===== config.mk =====
export PLATFORM = sky130hd
export DESIGN_NAME = pl_fetch_queue
export DESIGN_NICKNAME = d
export VERILOG_FILES = /design/src/rtl/pl_fetch_queue.sv
export SDC_FILE = /design/constraint.sdc
export NUM_CORES = 1
export LEC_CHECK = 0
export ABC_AREA = 1
export BUFFER_PORTS_ARGS = -buffer_cell sky130_fd_sc_hd__buf_2
export CORE_ASPECT_RATIO = 0.8
export CORE_MARGIN = 10
export CORE_UTILIZATION = 26
export CTS_CLUSTER_SIZE = 30
export DETAILED_ROUTE_END_ITERATION = 16
export HOLD_SLACK_MARGIN = 0.03
export PLACE_DENSITY_LB_ADDON = 0.12
export SLEW_MARGIN = 5
export SYNTH_ARGS = -nofsm -noshare
export SYNTH_HDL_FRONTEND = slang
export SYNTH_SLANG_ARGS = --single-unit
export TNS_END_PERCENT = 1

===== constraint.sdc =====
create_clock -name clk -period 9.2 [get_ports clk]
set_input_delay 1.38 -clock clk [delete_from_list [all_inputs] [get_ports clk]]
set_output_delay 1.38 -clock clk [all_outputs]
set_load 0.01 [all_outputs]

===== src/rtl/pl_fetch_queue.sv =====
// ---------------------------------------------------------------------------
// pl_fetch_queue
//   Instruction prefetch queue sitting between instruction memory and the
//   Decode pipeline wall. It owns the fetch PC and keeps fetching into a small
//   circular buffer while Decode is stalled. The oldest buffered
//   {inst, pc, pc+4} is presented combinationally to Decode. A redirect from
//   Execute flushes the buffer and restarts fetch at the redirect target.
//
// Parameters
//   XLEN      width of pc, pc+4 and redirect target
//   DEPTH     number of queue entries (power of two, >= 2)
//   PC_RESET  fetch PC after reset
//
// Ports
//   clk           rising-edge clock
//   rst           asynchronous active-high reset
//   redirect      Execute redirect, flushes the queue (highest priority)
//   redirect_pc   new fetch target, sampled when redirect=1
//   imem_addr     byte address presented to instruction memory (= fetch PC)
//   imem_inst     combinational instruction memory data for imem_addr
//   deq_stall     Decode stall; head entry is held when 1
//   deq_valid     head entry is valid
//   deq_inst      head instruction (0 when empty)
//   deq_pc        head pc (0 when empty)
//   deq_pc_plus4  head pc + 4 as stored at fetch time (0 when empty)
//   count         number of occupied entries, 0..DEPTH
// ---------------------------------------------------------------------------
module pl_fetch_queue #(
    parameter int              XLEN     = 32,
    parameter int              DEPTH    = 4,
    parameter logic [XLEN-1:0] PC_RESET = {XLEN{1'b0}}
) (
    input  logic                     clk,
    input  logic                     rst,
    input  logic                     redirect,
    input  logic [XLEN-1:0]          redirect_pc,
    output logic [XLEN-1:0]          imem_addr,
    input  logic [31:0]              imem_inst,
    input  logic                     deq_stall,
    output logic                     deq_valid,
    output logic [31:0]              deq_inst,
    output logic [XLEN-1:0]          deq_pc,
    output logic [XLEN-1:0]          deq_pc_plus4,
    output logic [$clog2(DEPTH):0]   count
);

    localparam int PTR_W = $clog2(DEPTH);
    localparam int CNT_W = PTR_W + 1;

    localparam logic [PTR_W-1:0] PTR_ONE  = PTR_W'(1'b1);
    localparam logic [PTR_W-1:0] PTR_ZERO = {PTR_W{1'b0}};
    localparam logic [CNT_W-1:0] CNT_ONE  = CNT_W'(1'b1);
    localparam logic [CNT_W-1:0] CNT_ZERO = {CNT_W{1'b0}};
    localparam logic [CNT_W-1:0] CNT_FULL = CNT_W'(DEPTH);
    localparam logic [XLEN-1:0]  PC_STEP  = XLEN'(4'd4);

    // Queue state
    logic [XLEN-1:0]  r_fetch_pc;
    logic [PTR_W-1:0] r_rd_ptr;
    logic [PTR_W-1:0] r_wr_ptr;
    logic [CNT_W-1:0] r_count;

    // Entry storage; contents beyond the occupied window are don't-care,
    // so the array carries no reset.
    logic [31:0]      r_mem_inst [DEPTH];
    logic [XLEN-1:0]  r_mem_pc   [DEPTH];
    logic [XLEN-1:0]  r_mem_pc4  [DEPTH];

    logic             w_valid;
    logic             w_full;
    logic             w_deq;
    logic             w_enq;
    logic [XLEN-1:0]  w_pc_plus4;

    assign w_valid    = (r_count != CNT_ZERO);
    assign w_full     = (r_count == CNT_FULL);
    assign w_pc_plus4 = r_fetch_pc + PC_STEP;

    // Redirect suppresses both sides; a full queue still enqueues when the
    // head leaves in the same cycle, so steady-state streaming never bubbles.
    assign w_deq = w_valid & ~deq_stall & ~redirect;
    assign w_enq = ~redirect & (~w_full | w_deq);

    // Fetch PC, pointers and occupancy; redirect overrides everything
    always_ff @(posedge clk or posedge rst) begin
        if (rst) begin
            r_fetch_pc <= PC_RESET;
            r_rd_ptr   <= PTR_ZERO;
            r_wr_ptr   <= PTR_ZERO;
            r_count    <= CNT_ZERO;
        end else if (redirect) begin
            r_fetch_pc <= redirect_pc;
            r_rd_ptr   <= PTR_ZERO;
            r_wr_ptr   <= PTR_ZERO;
            r_count    <= CNT_ZERO;
        end else begin
            if (w_enq) begin
                r_fetch_pc <= w_pc_plus4;
                r_wr_ptr   <= r_wr_ptr + PTR_ONE;
            end
            if (w_deq) begin
                r_rd_ptr <= r_rd_ptr + PTR_ONE;
            end
            case ({w_enq, w_deq})
                2'b10:   r_count <= r_count + CNT_ONE;
                2'b01:   r_count <= r_count - CNT_ONE;
                default: r_count <= r_count;
            endcase
        end
    end

    // Entry write: capture the word fetched at the current PC with its pc/pc+4
    always_ff @(posedge clk) begin
        if (w_enq) begin
            r_mem_inst[r_wr_ptr] <= imem_inst;
            r_mem_pc[r_wr_ptr]   <= r_fetch_pc;
            r_mem_pc4[r_wr_ptr]  <= w_pc_plus4;
        end
    end

    assign imem_addr = r_fetch_pc;
    assign deq_valid = w_valid;
    assign count     = r_count;

    // Head presentation; fields read as zero while the queue is empty
    always_comb begin
        deq_inst     = 32'd0;
        deq_pc       = {XLEN{1'b0}};
        deq_pc_plus4 = {XLEN{1'b0}};
        if (w_valid) begin
            deq_inst     = r_mem_inst[r_rd_ptr];
            deq_pc       = r_mem_pc[r_rd_ptr];
            deq_pc_plus4 = r_mem_pc4[r_rd_ptr];
        end else begin
            deq_inst     = 32'd0;
            deq_pc       = {XLEN{1'b0}};
            deq_pc_plus4 = {XLEN{1'b0}};
        end
    end

endmodule


# Word level (Yosys, flattened, before mapping)
# Memories as Yosys holds them, arrays and structs flattened.
# Index checks and enable logic that the tools add are counted.
dict set report op_classes {
  magnitude_cmp 0
  bitwise_logic 7
  addsub 5
  shifts 0
  n_eq_ne 3
  div 0
  reduce_logical 4
  n_mux 13
  multipliers 0
}
# op n
set ops {}
lappend ops {{2-to-1 mux 32 bit} 5}
lappend ops {{adder 32 x 3 -> 32 bit, second input constant} 1}
lappend ops {{2-to-1 mux 2 bit} 4}
lappend ops {{case mux 3 bit (2 select lines)} 1}
lappend ops {{nonzero test 3 bit} 2}
lappend ops {{adder 2 x 1 -> 2 bit, second input constant} 2}
lappend ops {{nonzero test 2 bit} 2}
lappend ops {{adder 3 x 1 -> 3 bit, second input constant} 1}
lappend ops {{bitwise AND 1 bit} 3}
lappend ops {{equality test 3 bit, second input constant} 1}
lappend ops {{2-to-1 mux 3 bit} 1}
lappend ops {{inverter 1 bit} 3}
lappend ops {{subtractor 3 x 1 -> 3 bit, second input constant} 1}
lappend ops {{equality test 2 x 1 -> 1 bit, second input constant} 1}
lappend ops {{equality test 2 bit, second input constant} 1}
lappend ops {{2-to-1 mux 1 bit} 2}
lappend ops {{bitwise OR 1 bit} 1}
dict set report totals {
  romBits 0
  memories 3
  output_inout_bits 132
  elab_cells 39
  ramBits 384
  regBits 39
  latchBits 0
}
# name words word_bits rd rd_clocked_by_memory_dff wr line_no
set memory_table {}
lappend memory_table {r_mem_inst 4 32 1 0 1 65} ;# logic [31:0] r_mem_inst [DEPTH];
lappend memory_table {r_mem_pc 4 32 1 0 1 66} ;# logic [XLEN-1:0] r_mem_pc [DEPTH];
lappend memory_table {r_mem_pc4 4 32 1 0 1 67} ;# logic [XLEN-1:0] r_mem_pc4 [DEPTH];

# Depth between registers and ports, before layout
# Gate-level depths: netlist (run 1).
dict set report logic_depth {
  ltp_word 8
  depth_mapped 10
}

# Worst setup path after synthesis (run 1)
# OpenSTA, ideal clock, no wires.
dict set report synth_path {
  kind {in2reg}
  start {input port redirect}
  end {memory r_mem_inst[0][0], enable pin}
  arrival_time_ns 3.910
  required_time_ns 8.752
  setup_slack_ns 4.842
  cell_stages 5
  path_cell_list {buf_4 a31oi_2 buf_2 nand2_1 inv_1}
}
dict set report synth_via {
  elab_chain_len 6
}
# element line_no
set synth_rtl {}
lappend synth_rtl {{start: declaration} 35} ;# input logic redirect,
lappend synth_rtl {{inverter 1 bit *} {81, 82}}
lappend synth_rtl {{bitwise AND 1 bit} 81} ;# assign w_deq = w_valid & ~deq_stall & ~redirect;
lappend synth_rtl {{bitwise OR 1 bit} 82} ;# assign w_enq = ~redirect & (~w_full | w_deq);
lappend synth_rtl {{bitwise AND 1 bit *} 82}
lappend synth_rtl {{2-to-1 mux 1 bit *} 114} ;# if (w_enq) begin
lappend synth_rtl {{2-to-1 mux 1 bit (implied by the code) *} 115} ;# r_mem_inst[r_wr_ptr] <= imem_inst;
lappend synth_rtl {{end: declaration} 65}
# Mark *: on every way between the ends. The rest lies on a longest branch, timed or not.

# Worst setup path in the final report (run 1)
dict set report layout_path {
  start {register r_rd_ptr[0]}
  end {output port deq_pc[5]}
}
dict set report layout_via {
  elab_chain_len 2
}
# element line_no
set layout_rtl {}
lappend layout_rtl {{start: declaration} 59} ;# logic [PTR_W-1:0] r_rd_ptr;
lappend layout_rtl {{start signal: assignment} 102} ;# r_rd_ptr <= r_rd_ptr + PTR_ONE;
lappend layout_rtl {{memory read (4 x 32 bit)} --}
lappend layout_rtl {{2-to-1 mux 32 bit} 130} ;# if (w_valid) begin
lappend layout_rtl {{end: declaration} 42} ;# output logic [XLEN-1:0] deq_pc,
# Every way passes these cells.

==> qor.csv, run 1 <==
metric;value;unit
core-area;64600;um^2
rows;83;
tns;0;ns
r2r_start;count[0];
synthAdderAreaFrac;0.513;%
max-slew-margin-rel;28.3;%
antenna_found_initial;4;
synth_most_common_cell;nor2_1;
power;5.58;mW
yosys.cell_types.count;31;
grt_max_degree;110;
hp-start;imem_addr[0];
drt_iter0_markers;889;
synth-compound-area-share;9.88;%
portBuffers;199;
worst_pin_slew;1.07;ns
drc;0;
ctsHoldBuffers;0;
synth_flop_cell;edfxtp_1;
antenna_left;0;
synth-simple-area-share;13.8;%
cts_resized;0;
synth_top_family_by_area;simple AND/OR/NAND/NOR gates;
hpwl;32.9;mm
first_pass_iters;5;
fill_cells;6649;
synth-edff-count;376;
cp-end-kind;primary output;
pwr-share-comb;25.7;%
switching_share;33.7;%
p_switching;1.88;mW
cp-endpoint;deq_pc[5];
cts-root-buf;clkbuf_16;
clk_pin_slew;0.06;ns
yosysWarnings;0;
crit_start;r_rd_ptr[0];
yosys_register_bits;415;
pin_count;200;
ff2ff_setup_slack;5.58;ns
crit_type;reg -> out;
clock-sinks;415;
critPathRequiredTime;7.82;ns
synth.top_cells.by_count;nor2_1 (421), edfxtp_1 (376), o21ai_0 (183);
crit_chain;inv_4 -> buf_4 -> o21ai_0 -> a21oi_1 -> buf_2;
finalHoldViolCount;0;
muxShareOfSynthArea;0;%
power-per-cell-area;275;nW/um^2
cts_buffers;46;
utilization;31.4;%
status;complete, no violations;
internal_power;3.70;mW
dieArea;76400;um^2
synth-async-reset-ratio;9.40;%
overflow;0;
ys_seq_area_share;71.8;%
p_leak;7.45;nW
start_kind;flip-flop;
area.growth.synth_to_final;18.6;%
insertion_delay;0.57;ns
vias_per_cell;4.51;
slowest_delay;0.82;ns
critPathSlowestCell;inv_4;
wl_per_cell;20.5;um
cts_tree;done;
nets;1741;
maxCapViolCount;0;
grt_pass1_wl;78.0;mm
reg2reg_to;r_mem_pc[1][15];
crit_path_max_fanout;109;
gp_congestion;0.725;
rsz0062_at_grt;false;
max_freq;191;MHz
hold_class;reg -> reg;
drive_gt1_share;17.0;%
htreeDepth;2;
start_util;26.5;%
die_x;307;um
r2r_cells;6;
syn-cell-area;17100;um^2
yosys-top-cells-area;edfxtp_1 (66%), nor2_1 (9.2%), dfrtp_1 (5.7%), o21ai_0 (5.4%), nand2_1 (3.4%);
synth_xor_area_share;0.769;%
synth.avg_cell_area;11.4;um^2
grt_pass1_vias;11500;
skew;0.0148;ns
finalCritPeriodShare;56.9;%
via_count;11500;
synth_cells;1493;
clock_path_buffers;3;
p_seq_share;43.4;%
grt_util_all_layers;13.3;%
cts_setup_buffers;0;
timing.final.crit_period;5.24;ns
final_max_slew_viol_count;0;
worstPathArrival;3.86;ns
yosys.area.top_type;edfxtp_1;
fp.dieH;249;um
p_clk_share;31.0;%
syn-num-nets;1568;
peakVddDrop;0.147;mV
setup-violations-final;0;
synth_top_cell_area_share;66.1;%
wl;52.4;mm
[critical path, delay by kind of cell (launching register included)]
family                 cells  cell delay [ns]
AOI/OAI and AO/OA          2             0.62
DFF                        1             0.70
buffers and inverters      3             1.81
[flip-flops by register name (all words and copies together) (netlist names)]
register    cells
r_rd_ptr        2
r_wr_ptr        2
imem_addr      32
r_mem_pc      126
r_mem_inst    128
count           3
r_mem_pc4     122
[layer usage]
layer / part of all wire, % / global-route usage, % / up-vias / wire, um
met1: 46 / 18.2 / 5688 / 24300
met3: 5.5 / 2.65 / 63 / 2860
met5: 0 / 0 / - / 0
met2: 47 / 21.6 / 243 / 24400
met4: 1.6 / 2.85 / 0 / 813
li1: - / - / 5537 / -
[logic make-up (layout without fill, tap and decap cells)]
logic type / count (synthesis) / after routing
AO/OA/AOI/OAI: 322 / 322
XOR/XNOR: 15 / 15
adder cells (fa/ha/maj): 7 / 7
buffers and inverters: 125 / 335
flip-flops: 415 / 415
other: 0 / 4
AND/OR/NAND/NOR: 609 / 609
[worst min path at each step]
stage / to / slack [ns] / cells after the start
after floorplan: r_mem_pc4[3][0] / 0.50 / 0
after global placement: r_mem_pc[2][0] / 0.57 / 0
after detailed placement: r_mem_pc4[3][0] / 0.57 / 0
after CTS: r_mem_pc4[3][0] / 0.59 / 0
after global routing: r_mem_pc[0][0] / 0.61 / 0
final: r_mem_pc4[3][0] / 0.58 / 0
[cell usage in the layout, fill, tap and decap left out]
cell type / synthesis / final
a21oi_1: 95 / 95
a22oi_1: 24 / 24
a31oi_1: 1 / 1
a31oi_4: 0 / 1
and2_1: 4 / 4
buf_2: 36 / 199
buf_4: 6 / 12
bufinv_16: 0 / 2
clkbuf_1: 35 / 14
clkbuf_16: 0 / 47
clkinv_1: 2 / 11
clkinv_2: 0 / 10
clkinvlp_4: 0 / 1
dfrtp_1: 39 / 37
dfrtp_4: 0 / 2
diode_2: 0 / 4
edfxtp_1: 376 / 376
ha_1: 7 / 7
inv_1: 35 / 30
inv_2: 2 / 2
inv_4: 0 / 6
inv_6: 0 / 1
nand2_1: 155 / 155
nand3_1: 24 / 24
nand3_2: 1 / 1
nand4_4: 1 / 1
nor2_1: 421 / 420
nor2_2: 2 / 2
nor2_4: 1 / 2
o211ai_1: 1 / 1
o21ai_0: 183 / 183
o21ai_1: 15 / 15
o21bai_1: 1 / 1
o31ai_1: 1 / 1
xnor2_1: 5 / 5
xor2_1: 10 / 10
[power by group through the flow]
stage / logic [mW] / clock network, mW / registers [mW]
6_report: 1.43 / 1.73 / 2.42
5_1_grt: 1.62 / 1.87 / 2.45
4_1_cts: 1.50 / 1.79 / 2.42
3_5_place_dp: 1.49 / 0 / 2.46
3_3_place_gp: 1.50 / 0 / 2.46
2_1_floorplan: 0.844 / 0 / 2.41
[cell type report]
cell class / instances / area, um^2 / area share [%]
clock buffer: 61 / 1230 / 6.06
inverter: 39 / 161 / 0.796
antenna: 4 / 10.0 / 0.0494
timing repair buffer: 211 / 1090 / 5.36
sequential: 415 / 12300 / 60.5
multi-input combinational: 953 / 4290 / 21.1
clock inverter: 24 / 164 / 0.808
tap: 850 / 1060 / 5.25
[metrics by stage]
step / hold slack (ns) / cell area, um^2 / cells / worst slack, ns
floorplan: 0.498 / 17100 / 1493 / 4.84
global placement: 0.565 / 18900 / 2468 / 4.41
detailed placement: 0.572 / 18900 / 2468 / 4.40
CTS: 0.589 / 20300 / 2553 / 3.91
global route: 0.614 / 20300 / 2553 / 3.67
finish: 0.579 / 20300 / 2557 / 3.96
Note: power is estimated with default switching activity, not from simulation.
==> run 2: changes to the inputs <==
==> constraint.sdc (replaced) <==
create_clock -name clk -period 4.6 [get_ports clk]
set_input_delay 0.69 -clock clk [delete_from_list [all_inputs] [get_ports clk]]
set_output_delay 0.69 -clock clk [all_outputs]
set_load 0.01 [all_outputs]
==> qor.csv, run 2 (synthesis gave the netlist of run 1 again) <==
metric;value;unit
grt_max_degree;191;
tns;0;ns
clock_path_buffers;3;
critPathSlowestCell;dfrtp_4;
pwr-share-comb;27.0;%
dpl-instance-area;19100;um^2
dieArea;76400;um^2
setup-violations-final;0;
skew;0.0159;ns
p_clk_share;30.6;%
final_max_slew_viol_count;0;
timing.final.crit_period;3.64;ns
setup_ws;0.964;ns
cts_setup_buffers;0;
cp.depth;6;
fin_area;20400;um^2
core-area;64600;um^2
final_cell_mix;nor2_1 (420), edfxtp_1 (376), buf_2 (199), o21ai_0 (183), nand2_1 (155);
wl_per_cell;21.1;um
rsz0062_at_grt;false;
crit_type;reg -> out;
hpwl;32.8;mm
pin_count;200;
p_leak;7.54;nW
htreeDepth;2;
status;complete, no violations;
p_switching;3.84;mW
crit_chain;inv_4 -> buf_12 -> nor2_1 -> o21ai_0 -> a21oi_1 -> buf_2;
vias_per_cell;4.50;
reg_top3;r_mem_inst (128), r_mem_pc (126), r_mem_pc4 (122);
area.growth.synth_to_final;19.6;%
critPathRequiredTime;3.91;ns
slowest_delay;0.84;ns
finalCritPeriodShare;79.0;%
rows;83;
maxCapViolCount;0;
hold_class;in -> reg;
layout_commonest_cell;nor2_1;
hold_slack;0.335;ns
power;11.3;mW
dp_cells;2479;
internal_power;7.47;mW
finalHoldViolCount;0;
drt_iter0_markers;777;
peakVddDrop;0.288;mV
cts_buffers;47;
nets;1753;
largest_reg_flops;128;
first_pass_iters;4;
overflow;0;
critPathBufInv;3;
critical-path-top-delay-family;buffers and inverters;
r2r_cells;6;
cts_resized;0;
switching_share;34.0;%
cp-end-kind;primary output;
power-per-cell-area;553;nW/um^2
clk_pin_slew;0.06;ns
die_x;307;um
grt_util_all_layers;13.8;%
drc;0;
start_util;26.5;%
grt_pass1_vias;11500;
ctsHoldBuffers;0;
antenna_left;0;
fp.dieH;249;um
crit_path_max_fanout;52;
via_count;11500;
final_cells;2563;
antenna_found_initial;4;
portBuffers;199;
worstPathArrival;2.95;ns
start_kind;flip-flop;
cts_tree;done;
utilization;31.7;%
insertion_delay;0.57;ns
cts-root-buf;clkbuf_16;
place_worst_setup_slack;1.47;ns
p_seq_share;42.4;%
worst_pin_slew;1.05;ns
clock-sinks;415;
drive_gt1_share;17.5;%
min_delay_path_depth;1;
max_freq;275;MHz
top_register;r_mem_inst;
wl;54.0;mm
gp_congestion;0.768;
max-slew-margin-rel;30.0;%
grt_pass1_wl;80.4;mm
[run 2: cell count changes in the layout (fill, tap and decap cells not counted)]
cell,change
buf_12,+9
clkinv_1,-5
buf_4,+2
bufinv_16,-2
clkbuf_1,+2
clkbuf_16,+2
diode_2,-2
clkbuf_8,+1
clkinv_2,+1
clkinvlp_4,-1
inv_6,-1
[run 2: power groups by stage]
| stage | clock [mW] | combinational (mW) | sequential (mW) |
|---|---|---|---|
| detailed placement | 0 | 3.18 | 4.89 |
| global route | 3.74 | 3.44 | 4.84 |
| global placement | 0 | 3.17 | 4.88 |
| floorplan | 0 | 1.69 | 4.82 |
| finish | 3.46 | 3.05 | 4.80 |
| CTS | 3.57 | 3.19 | 4.81 |
[run 2: path summary, 6_finish.rpt]
kind / start / to / slack [ns]
max in group asynchronous: rst / r_rd_ptr[1] / 3.53
min in group asynchronous: rst / imem_addr[11] / 0.35
worst max-delay path: r_rd_ptr[1] / deq_pc_plus4[27] / 0.96
worst max register to register: count[0] / r_mem_pc[1][15] / 1.71
worst min-delay path: imem_inst[0] / r_mem_inst[1][0] / 0.33
worst min register to register: count[1] / count[1] / 0.62
[run 2: area by class of cell]
cell class / instances / area, um^2
repair buffers: 222 / 1280
flip-flops and latches: 415 / 12300
clock inverters: 16 / 73.8
inverters: 39 / 161
diodes: 2 / 5.00
fillers: 6608 / 44100
multi-input cells: 953 / 4290
clock buffers: 66 / 1300
well taps: 850 / 1060
[run 2: worst reg2reg max path: stages (launching register included)]
cell and delay [ns]:
dfrtp_1 0.39, inv_1 0.09, ha_1 0.29, a31oi_4 0.59, nand2_1 0.22, inv_4 0.49
buf_4 0.46
[run 2: layer usage]
layer	track usage, %	vias up	share of wire [%]
met4	2.83	0	1.3
met3	2.83	53	5.2
met2	22.2	246	46
met5	0	-	0
li1	-	5563	-
met1	19.1	5666	48
==> run 3: changes to the inputs <==
--- a/config.mk
+++ b/config.mk
@@ -5,7 +5,7 @@
 export SDC_FILE = /design/constraint.sdc
 export NUM_CORES = 1
 export LEC_CHECK = 0
-export ABC_AREA = 1
+export ABC_AREA = 0
 export BUFFER_PORTS_ARGS = -buffer_cell sky130_fd_sc_hd__buf_2
 export CORE_ASPECT_RATIO = 0.8
 export CORE_MARGIN = 10
==> constraint.sdc (replaced) <==
create_clock -name clk -period 2.94 [get_ports clk]
set_input_delay 0.441 -clock clk [delete_from_list [all_inputs] [get_ports clk]]
set_output_delay 0.441 -clock clk [all_outputs]
set_load 0.01 [all_outputs]
==> qor.csv, run 3 <==
metric;value;unit
status;complete, no violations;
power-per-cell-area;809;nW/um^2
grt_max_degree;68;
pin_count;200;
grt_pass1_wl;72.2;mm
wl;48.5;mm
drc;0;
drive_gt1_share;35.1;%
htreeDepth;2;
final_cell_mix;edfxtp_1 (376), buf_2 (199), and2_1 (96), mux4_2 (94), clkbuf_16 (47);
insertion_delay;0.58;ns
synth-simple-area-share;8.53;%
antenna_left;0;
gp_congestion;0.737;
cts_tree;done;
portBuffers;199;
ys_seq_area_share;72.3;%
vias_per_cell;4.58;
hold_slack;0.0745;ns
cts-root-buf;clkbuf_16;
crit_path_max_fanout;29;
synthAdderAreaFrac;0.516;%
synth_top_cell_area_share;66.5;%
clock_path_buffers;3;
largest_reg_flops;128;
r2r_cells;6;
max-slew-margin-rel;60.3;%
top_register;r_mem_inst;
hp-start;imem_inst[18];
overflow;0;
first_pass_iters;4;
worstPathArrival;2.36;ns
synth_cells;945;
synth-async-reset-ratio;9.40;%
start_util;26.4;%
core-area;64400;um^2
finalCritPeriodShare;95.3;%
syn-cell-area;17000;um^2
hold_class;in -> reg;
p_leak;7.10;nW
crit_chain;buf_12 -> mux4_2 -> and2_1 -> buf_2;
layout_commonest_cell;edfxtp_1;
syn-num-nets;1020;
worst_pin_slew;0.589;ns
area.growth.synth_to_final;22.7;%
grt_pass1_vias;10200;
via_count;9449;
setup_ws;0.137;ns
grt_util_all_layers;12.7;%
hpwl;31.2;mm
r2r_start;count[0];
crit_start;r_rd_ptr[0];
max_freq;357;MHz
cts_setup_buffers;0;
clk_pin_slew;0.06;ns
timing.final.crit_period;2.80;ns
yosys.cell_types.count;40;
muxShareOfSynthArea;12.7;%
yosys-top-cells-area;edfxtp_1 (67%), mux4_2 (12%), dfrtp_1 (5.7%), and2_1 (3.5%), xnor2_1 (1.3%);
critPathSlowestCell;mux4_2;
synth-compound-area-share;2.11;%
fp.dieH;249;um
maxCapViolCount;0;
synth_xor_area_share;2.06;%
final_max_slew_viol_count;0;
reg_top3;r_mem_inst (128), r_mem_pc (126), r_mem_pc4 (122);
synth_most_common_cell;edfxtp_1;
cp-end-kind;primary output;
start_kind;flip-flop;
clock-sinks;415;
rows;83;
slowest_delay;0.56;ns
antenna_found_initial;2;
nets;1255;
die_x;306;um
place_worst_setup_slack;0.552;ns
peakVddDrop;0.517;mV
min_delay_path_depth;1;
crit_type;reg -> out;
synth-edff-count;376;
skew;0.0240;ns
drt_iter0_markers;561;
yosys.area.top_type;edfxtp_1;
finalHoldViolCount;0;
synth.top_cells.by_count;edfxtp_1 (376), and2_1 (96), mux4_2 (94);
cts_buffers;45;
synth.avg_cell_area;18.0;um^2
rsz0062_at_grt;false;
wl_per_cell;23.5;um
yosysWarnings;0;
critPathRequiredTime;2.50;ns
synth_top_family_by_area;multiplexers;
setup-violations-final;0;
dieArea;76000;um^2
yosys_register_bits;415;
utilization;32.3;%
synth_flop_cell;edfxtp_1;
[run 3: metrics by stage]
step / setup TNS [ns] / std cells / total power [mW] / cell area (um^2)
final: 0 / 2063 / 16.8 / 20800
after global routing: 0 / 2062 / 17.8 / 20800
after CTS: 0 / 2062 / 17.3 / 20800
after detailed placement: 0 / 1982 / 11.4 / 19300
after global placement: 0 / 1982 / 11.4 / 19300
after floorplan: -276.37 / 945 / 9.54 / 17000
[run 3: logic make-up (layout without fill, tap and decap cells)]
family,Yosys count,count (layout)
buffers and inverters,74,341
AOI/OAI and AO/OA,58,58
adders and majority gates,7,7
xor gates and xnor gates,40,40
and+or+nand+nor,253,253
muxes,98,98
other,0,1
DFF,415,415
[run 3: final timing paths]
| kind | end | slack (ns) |
|---|---|---|
| max reg2reg | imem_addr[27] | 0.55 |
| max | deq_pc[28] | 0.14 |
| min | r_mem_inst[1][18] | 0.07 |
| min in group asynchronous | imem_addr[11] | 0.48 |
| max in group asynchronous | imem_addr[0] | 1.74 |
| min reg2reg | r_mem_pc[2][1] | 0.58 |
[run 3: routing by layer]
metal	share of wire (%)	track usage, %	up-vias
met5	0	0	-
met4	1.8	3.24	0
met3	5.6	3.03	67
met2	44	18.9	221
met1	48	18.1	4963
li1	-	-	4198
[run 3: layout make-up]
type	count	area (um^2)
Inverter	9	35.0
Antenna cell	1	2.50
Timing Repair Buffer	253	1550
Fill cell	6346	43600
Sequential cell	415	12300
Tap cell	850	1060
Multi-Input combinational cell	456	4430
Clock buffer	56	1250
Clock inverter	23	231
[run 3: worst max-delay path: cells and delay by family, from the launching register on]
family | cells | cell delay (ns)
DFF | 1 | 0.55
and+or+nand+nor | 1 | 0.20
muxes | 1 | 0.56
buffers and inverters | 2 | 0.46
[run 3: what timing repair did]
action	CTS	global route
hold endpoints to repair	19	0
setup endpoints to repair	0	17
resized for setup	0	2
hold buffers	1	0
[run 3: power by group]
group / internal, mW / leakage, nW / switching, mW
clock: 3.43 / 0.732 / 2.32
sequential: 6.97 / 3.90 / 0.197
combinational: 1.72 / 2.47 / 2.20
